==> config.mk <==
export PLATFORM = sky130hd
export DESIGN_NAME = prbs_link_monitor
export DESIGN_NICKNAME = d
export VERILOG_FILES = /design/src/rtl/prbs_link_pkg.sv /design/src/rtl/prbs_err_counter.sv /design/src/rtl/prbs_link_monitor.sv
export SDC_FILE = /design/constraint.sdc
export NUM_CORES = 1
export LEC_CHECK = 0
export BUFFER_PORTS_ARGS = -buffer_cell sky130_fd_sc_hd__buf_2
export CORE_UTILIZATION = 35
export CTS_CLUSTER_DIAMETER = 60
export DETAILED_ROUTE_END_ITERATION = 8
export GPL_TIMING_DRIVEN = 0
export PLACE_DENSITY = 0.54
export RECOVER_POWER = 100
export SETUP_SLACK_MARGIN = 0.3
export SYNTH_ARGS = -nofsm -noshare
export SYNTH_HDL_FRONTEND = slang
export SYNTH_HIERARCHICAL = 1
export SYNTH_SLANG_ARGS = --single-unit
==> constraint.sdc <==
create_clock -name clk -period 2.6 [get_ports clk]
set_clock_uncertainty 0.05 [all_clocks]
set_input_delay 0.52 -clock clk [delete_from_list [all_inputs] [get_ports clk]]
set_output_delay 0.52 -clock clk [all_outputs]
set_load 0.05 [all_outputs]
==> src/rtl/prbs_link_pkg.sv <==
// prbs_link_pkg: shared types and constants for the PRBS link monitor.
//   link_state_t : link-test sequencer states
//   HEARTBEAT/SEL_LSB/ERR_LSB/ANY_ERR : LED bank bit positions
//   RETRY_W      : width of the saturating GTX retry counter
package prbs_link_pkg;

  typedef enum logic [1:0] {
    RESET_GTX          = 2'd0,
    WAIT_PRBS_START    = 2'd1,
    RESET_PRBS_COUNTER = 2'd2,
    FREE_RUN           = 2'd3
  } link_state_t;

  localparam int HEARTBEAT = 0;
  localparam int SEL_LSB   = 1;
  localparam int ERR_LSB   = 5;
  localparam int ANY_ERR   = 7;

  localparam int RETRY_W   = 8;

endpackage

==> src/rtl/prbs_err_counter.sv <==
// prbs_err_counter: one link's saturating error counter with optional sticky flag.
//   clk, rst : clock, async active-high reset
//   clr      : synchronous clear (wins over inc)
//   inc      : count one error this cycle
//   count    : saturating error count
//   sticky   : set by any inc, cleared by clr (tied 0 when STICKY_EN=0)
module prbs_err_counter #(
  parameter int CNT_W     = 16,
  parameter bit STICKY_EN = 1'b0
) (
  input  logic             clk,
  input  logic             rst,
  input  logic             clr,
  input  logic             inc,
  output logic [CNT_W-1:0] count,
  output logic             sticky
);

  always_ff @(posedge clk or posedge rst) begin
    if (rst)                      count <= '0;
    else if (clr)                 count <= '0;
    else if (inc && count != '1)  count <= count + 1'b1;
  end

  generate
    if (STICKY_EN) begin : g_sticky
      always_ff @(posedge clk or posedge rst) begin
        if (rst)      sticky <= 1'b0;
        else if (clr) sticky <= 1'b0;
        else if (inc) sticky <= 1'b1;
      end
    end else begin : g_no_sticky
      assign sticky = 1'b0;
    end
  endgenerate

endmodule

==> src/rtl/prbs_link_monitor.sv <==
// prbs_link_monitor: transceiver bring-up sequencer and per-link PRBS error monitor.
//   Sequences gtx_reset with timeout/retry, pulses prbs_counter_reset once on
//   prbs_start, then counts errors per link and scans links onto the display/LEDs.
// Ports:
//   clk, rst            : clock, async active-high reset
//   gtx_done            : transceiver up
//   prbs_start          : start PRBS run
//   prbs_error          : NUM_LINKS packed ERR_W error fields
//   clear_counters      : synchronous clear of counters and sticky flags
//   gtx_reset           : transceiver reset request
//   prbs_counter_reset  : one-cycle PRBS checker reset
//   link_sel            : currently displayed link
//   error_display       : registered error field of link_sel
//   err_count_sel       : error counter of link_sel
//   gtx_retries         : saturating retry count
//   led_output          : {any_err, err[1:0], link_sel[3:0], heartbeat}
// Build option: PRBS_LINK_MON_STICKY_EN adds per-link sticky flags that drive
//   led_output[7]; otherwise led_output[7] is the registered OR of prbs_error.
module prbs_link_monitor
  import prbs_link_pkg::*;
#(
  parameter int NUM_LINKS   = 4,
  parameter int ERR_W       = 2,
  parameter int CNT_W       = 16,
  parameter int SCAN_DIV    = 25_000_000,
  parameter int GTX_TIMEOUT = 1_000_000,
  localparam int SEL_W      = (NUM_LINKS > 1) ? $clog2(NUM_LINKS) : 1
) (
  input  logic                       clk,
  input  logic                       rst,
  input  logic                       gtx_done,
  input  logic                       prbs_start,
  input  logic [NUM_LINKS*ERR_W-1:0] prbs_error,
  input  logic                       clear_counters,
  output logic                       gtx_reset,
  output logic                       prbs_counter_reset,
  output logic [SEL_W-1:0]           link_sel,
  output logic [ERR_W-1:0]           error_display,
  output logic [CNT_W-1:0]           err_count_sel,
  output logic [RETRY_W-1:0]         gtx_retries,
  output logic [7:0]                 led_output
);

  localparam int TMR_W = $clog2(GTX_TIMEOUT);
  localparam int PRE_W = $clog2(SCAN_DIV);
  localparam logic [TMR_W-1:0] TMR_LAST = TMR_W'(GTX_TIMEOUT - 1);
  localparam logic [PRE_W-1:0] PRE_LAST = PRE_W'(SCAN_DIV - 1);
  localparam logic [SEL_W-1:0] SEL_LAST = SEL_W'(NUM_LINKS - 1);

`ifdef PRBS_LINK_MON_STICKY_EN
  localparam bit STICKY_EN = 1'b1;
`else
  localparam bit STICKY_EN = 1'b0;
`endif

  link_state_t state, state_d;

  logic [TMR_W-1:0]                  timer;
  logic [PRE_W-1:0]                  presc;
  logic                              heartbeat;
  logic [SEL_W-1:0]                  sel_q;
  logic [RETRY_W-1:0]                retries;
  logic [NUM_LINKS-1:0][ERR_W-1:0]   err_q;
  logic [NUM_LINKS-1:0][CNT_W-1:0]   cnt;
  logic [NUM_LINKS-1:0]              sticky;
  logic [NUM_LINKS-1:0]              inc;
  logic                              clr;
  logic                              tick;
  logic                              timeout_hit;
  logic                              free;
  logic                              any_err;

  // ---------------- sequencer ----------------
  always_ff @(posedge clk or posedge rst) begin
    if (rst) state <= RESET_GTX;
    else     state <= state_d;
  end

  always_comb begin
    state_d = state;
    case (state)
      RESET_GTX:          if (gtx_done) state_d = WAIT_PRBS_START;
      WAIT_PRBS_START:    if (!gtx_done)      state_d = RESET_GTX;
                          else if (prbs_start) state_d = RESET_PRBS_COUNTER;
      RESET_PRBS_COUNTER: state_d = FREE_RUN;
      FREE_RUN:           if (!gtx_done) state_d = RESET_GTX;
      default:            state_d = RESET_GTX;
    endcase
  end

  // Timeout pulse is decoded from the timer alone so gtx_reset has no input path;
  // the timer only advances in RESET_GTX and is left untouched elsewhere.
  assign timeout_hit = (state == RESET_GTX) && (timer == TMR_LAST);

  always_ff @(posedge clk or posedge rst) begin
    if (rst) begin
      timer   <= '0;
      retries <= '0;
    end else begin
      if (timeout_hit)             timer <= '0;
      else if (state == RESET_GTX) timer <= timer + 1'b1;
      if (timeout_hit && retries != '1) retries <= retries + 1'b1;
    end
  end

  // ---------------- scan prescaler ----------------
  assign tick = (presc == PRE_LAST);

  always_ff @(posedge clk or posedge rst) begin
    if (rst) begin
      presc     <= '0;
      heartbeat <= 1'b0;
      sel_q     <= '0;
    end else begin
      presc <= tick ? '0 : presc + 1'b1;
      if (tick) heartbeat <= ~heartbeat;
      // Zeroed on the edge that leaves FREE_RUN so link_sel never shows a stale link.
      if (state_d != FREE_RUN)         sel_q <= '0;
      else if (state == FREE_RUN && tick)
        sel_q <= (sel_q == SEL_LAST) ? '0 : sel_q + 1'b1;
    end
  end

  // ---------------- error capture and counters ----------------
  always_ff @(posedge clk or posedge rst) begin
    if (rst) err_q <= '0;
    else     err_q <= prbs_error;
  end

  assign free = (state == FREE_RUN);
  assign clr  = clear_counters || (state == RESET_PRBS_COUNTER);

  generate
    for (genvar i = 0; i < NUM_LINKS; i++) begin : g_link
      assign inc[i] = free && (|prbs_error[i*ERR_W +: ERR_W]);

      prbs_err_counter #(
        .CNT_W     (CNT_W),
        .STICKY_EN (STICKY_EN)
      ) u_cnt (
        .clk    (clk),
        .rst    (rst),
        .clr    (clr),
        .inc    (inc[i]),
        .count  (cnt[i]),
        .sticky (sticky[i])
      );
    end
  endgenerate

`ifdef PRBS_LINK_MON_STICKY_EN
  assign any_err = |sticky;
`else
  assign any_err = |err_q;
`endif

  // ---------------- outputs ----------------
  assign gtx_reset          = (state == RESET_GTX) && !timeout_hit;
  assign prbs_counter_reset = (state == RESET_PRBS_COUNTER);
  assign gtx_retries        = retries;
  assign link_sel           = sel_q;
  assign error_display      = free ? err_q[sel_q] : '0;
  assign err_count_sel      = free ? cnt[sel_q]   : '0;

  always_comb begin
    led_output = '0;
    if (free) begin
      led_output[HEARTBEAT]        = heartbeat;
      led_output[SEL_LSB +: 4]     = 4'(sel_q);
      led_output[ERR_LSB +: 2]     = 2'(err_q[sel_q]);
      led_output[ANY_ERR]          = any_err;
    end
  end

endmodule

; Word-level counts from Yosys, hierarchy flattened
; Index checks and enable logic that the tools add are counted.
[totals]
ff_bits = 130
latchBits = 0
mem_bits_rw = 0
mem_bits_ro = 0
input_bits = 13
out_inout_bits = 38
elab_cells = 88
n_memories = 0
[classes]
add_sub_neg = 8
mul = 0
n_div = 0
n_lt_le_gt_ge = 1
eq_ne = 12
shifts = 0
mux = 26
n_bitwise = 1
n_reduce_logical = 26
[ops]
columns = cell, count
row1 = $mux W16, 10
row2 = $add A16 B1 Y16 const B, 4
row3 = $ne A16 B16 Y1 const B, 4
row4 = $mux W20, 2
row5 = $bmux W16 S2, 1
row6 = $add A25 B1 Y25 const B, 1
row7 = $eq A25 B25 Y1 const B, 1
row8 = $mux W25, 1
row9 = $add A20 B1 Y20 const B, 1
row10 = $eq A20 B20 Y1 const B, 1
row11 = $mux W2, 9
row12 = $logic_and A1 B1 Y1, 12
row13 = $reduce_bool A2 Y1, 6
row14 = $add A8 B1 Y8 const B, 1
row15 = $mux W8, 1
row16 = $ne A8 B8 Y1 const B, 1
row17 = $pmux W2 S4, 1
row18 = $reduce_or A2 Y1, 4
row19 = $reduce_or A8 Y1, 1
row20 = $eq A2 B2 Y1 const B, 3
row21 = $bmux W2 S2, 1
row22 = $lt A2 B3 Y1 const B, 1
row23 = $add A2 B1 Y2 const B, 1
row24 = $eq A2 B1 Y1 const B, 1
row25 = 5 further kinds, 5

; Depth between registers and ports, before layout
[logic_depth]
word_depth = 5
mapped_depth = 9
mapped_depth_nobuf = 6

; By module
; Netlist, hierarchy kept.
[by_module_without_submodules]
columns = module, n_inst, cells_per_inst, area_per_inst_um2
row1 = prbs_link_monitor, 1, 356, 3789.9
row2 = prbs_err_counter, 4, 103, 943.4

; Least setup slack after synthesis
; OpenSTA, ideal clock, no wires.
[synth_timing]
kind = reg2out
from = reg sel_q[0] (netlist: link_sel[0])
to = out led_output[5]
arrival_ps = 2419
path_slack_ps = -389
path_stages_with_launch = 5
n_path_buf = 2
path_cell_list = dfrtp_1 buf_2 mux4_2 nor2b_1 buf_4
[synth_via]
elab_chain_cells = 3
[synth_rtl]
columns = element, line
row1 = start: declaration, prbs_link_monitor.sv:61  ; logic [SEL_W-1:0] sel_q;
row2 = start signal: assignment, prbs_link_monitor.sv:120  ; sel_q <= (sel_q == SEL_LAST) ? '0 : sel_q + 1'b1;
row3 = $bmux W2 S2, prbs_link_monitor.sv:170  ; led_output[ERR_LSB +: 2] = 2'(err_q[sel_q]);
row4 = $mux W2 (implied by the code), prbs_link_monitor.sv:170
row5 = $mux W8, prbs_link_monitor.sv:167  ; if (free) begin
row6 = end: declaration, prbs_link_monitor.sv:41  ; output logic [7:0] led_output
; No other way between the ends. The select of a mux whose other input is x is not followed.

; Worst setup path after layout
[layout_timing]
from = reg sel_q[0] (netlist: link_sel[0])
to = out err_count_sel[8]
[layout_via]
elab_chain_cells = 3
[layout_rtl]
columns = element, line
row1 = $bmux W16 S2, prbs_link_monitor.sv:163  ; assign err_count_sel = free ? cnt[sel_q] : '0;
row2 = $mux W16 (implied by the code), prbs_link_monitor.sv:163
row3 = $mux W16, prbs_link_monitor.sv:163
row4 = end: declaration, prbs_link_monitor.sv:39  ; output logic [CNT_W-1:0] err_count_sel,
; No other way between the ends. The select of a mux whose other input is x is not followed.

==> results.yml <==
worst_setup_path:
  crit_chain: "buf_12 > mux4_2 > nor2b_2 > buf_4"
  critPathKind: "flop to output port"
  crit_fanout: 8
  worstPathRequired_ns: 2.03
  cp-end-kind: "output port"
  arrival_ns: 1.96
  critPathLaunchType: "flop"
  crit_buf_inv: 2
  crit_path_max_incr_delay_ns: 0.54
  crit_family: "multiplexers"
  slowest_stage: "mux4_2"
drt:
  drt_first_pass_iters: 5
  antenna_left: 0
  vias_per_cell: 5.67
  drc: 0
  via_count: 6572
  drt_iter0_drc: 453
  wl_per_cell_um: 17.9
  wl_um: 20800
synthesis:
  synthCells: 760
  syn_avg_cell_area_um2: 9.89
  ys_warn_count: 6
  netlist_area_um2: 7520
worst_hold_path:
  hp-class: "primary input to flop"
die:
  initial_core_util_pct: 35.8
  die_y_um: 149
  dieArea_um2: 22100
  rows: 53
  io_pins: 51
  die_x_um: 149
  core_um2: 21000
cells_and_area:
  fillers: 2020
  final_nets: 892
  final_cells: 1159
  synthToLayoutAreaGrowth_pct: 25.7
  antenna_cells: 0
  final_cell_mix: "dfrtp_1, a21oi_1, nand2_1, clkbuf_1, nand3_1"
  layout_commonest_cell: "dfrtp_1"
  final_core_util_pct: 44.9
  drive_gt1_share_pct: 23.6
global_route:
  grt_pass1_vias: 6230
  grt_start_max_net_pins: 67
  grt_antenna_before_repair: 0
  grt-ovfl-total: 0
  met2_usage_pct: 30.2
  grt_pass1_wl_um: 33900
  busiest_layer: "met2"
  track_usage_pct: 19.7
  use_met3_pct: 3.59
  gr-usage-met1_pct: 27.3
timing:
  post-route-period-util_pct: 97.3
  worst_slew_pin_slew_ns: 1.42
  timing.final.ws_setup_ns: 0.0707
  whs_ns: 0.178
  maxSlewHeadroom_pct: 5.38
  fmax_mhz: 395
  finalHoldViolCount: 0
  finalSetupViolCount: 0
  rsz0062_at_grt: "true"
  finalCriticalPeriod_ns: 2.53
  finalMaxSlewViolations: 0
run_status:
  status: "finished, final reports clean"
power_and_ir_drop:
  total_power_w: 0.00598
  ir_worst_vdd_v: 0.000367
  leakagePower_nw: 3.65
  p_per_area_nw_per_um2: 633
placement:
  dpl_worst_slack_ns: -0.212
  dp_cells: 1084
  io_buffers: 48
  hpwlAfterDp_um: 14100
  finalWeightedCongestion: 0.791
cts:
  cts_hold_buf: 0
  h-tree-depth: 4
  clock_latency_ns: 0.42
  cts_buffer_depth: 2
  root_buffer: "clkbuf_16"
  cts_sinks: 130
  cts_made_buffers: 17
  clk_pin_slew_ns: 0.06
  cts_tree: "done"
flow_run:
  max-cap-violations: 0
==> final timing paths <==
check | from | to | slack, ns | cells past startpoint
setup / recovery | link_sel[0] | err_count_sel[8] | 0.07 | 4
max in group asynchronous | rst | link_sel[0] | 0.88 | 2
min in group asynchronous | rst | g_link[1].u_cnt/count[3] | 0.34 | 2
hold / removal | prbs_error[0] | err_q[0] | 0.18 | 1
hold reg to reg | heartbeat | heartbeat | 0.41 | 1
setup reg to reg | state[1] | g_link[3].u_cnt/count[13] | 0.10 | 9
==> through the flow <==
stage               instance area, um^2  TNS (ns)
global route                       9450  -0.00108
global placement                   8210    -44.09
CTS                                9420         0
floorplan                          7630         0
finish                             9450         0
detailed placement                 8220    -0.637
==> what timing repair did <==
action | 4_1_cts | 5_1_grt
pin swaps | 10 | 19
resized for setup | 90 | 36
setup buffers | 28 | 14
gates cloned | 1 | 0
endpoints found under the setup margin | 65 | 52
==> sequential cells by signal, indices dropped and copies added, names as in the netlist <==
signal,count
state,2
heartbeat,1
gtx_retries,8
timer,20
g_link.u_cnt/count,64
link_sel,2
presc,25
err_q,8
==> final cells by class <==
cell class              instances  area, um^2  share of cell area [%]
clock inverters                14         155                    1.64
repair buffers                 91         656                    6.94
multi-input cells             574        4240                    44.8
flip-flops and latches        130        3260                    34.5
well taps                     275         344                    3.64
inverters                      20        75.1                   0.795
plain buffers                  37         285                    3.02
clock buffers                  18         439                    4.65
==> power by group <==
part | internal (W) | leakage (nW) | total (W) | switching [W]
Clock | 0.00145 | 0.287 | 0.00242 | 0.000971
Sequential | 0.00211 | 1.76 | 0.00222 | 0.000111
Combinational | 0.000552 | 1.60 | 0.00134 | 0.000785
Total | 0.00411 | 3.65 | 0.00598 | 0.00187
==> metal layers <==
layer	routed length [um]	vias up
met4	446	0
met1	9710	3304
met2	9970	113
met5	0	-
met3	657	24
li1	-	3131
(Power assumes the default switching activity.)
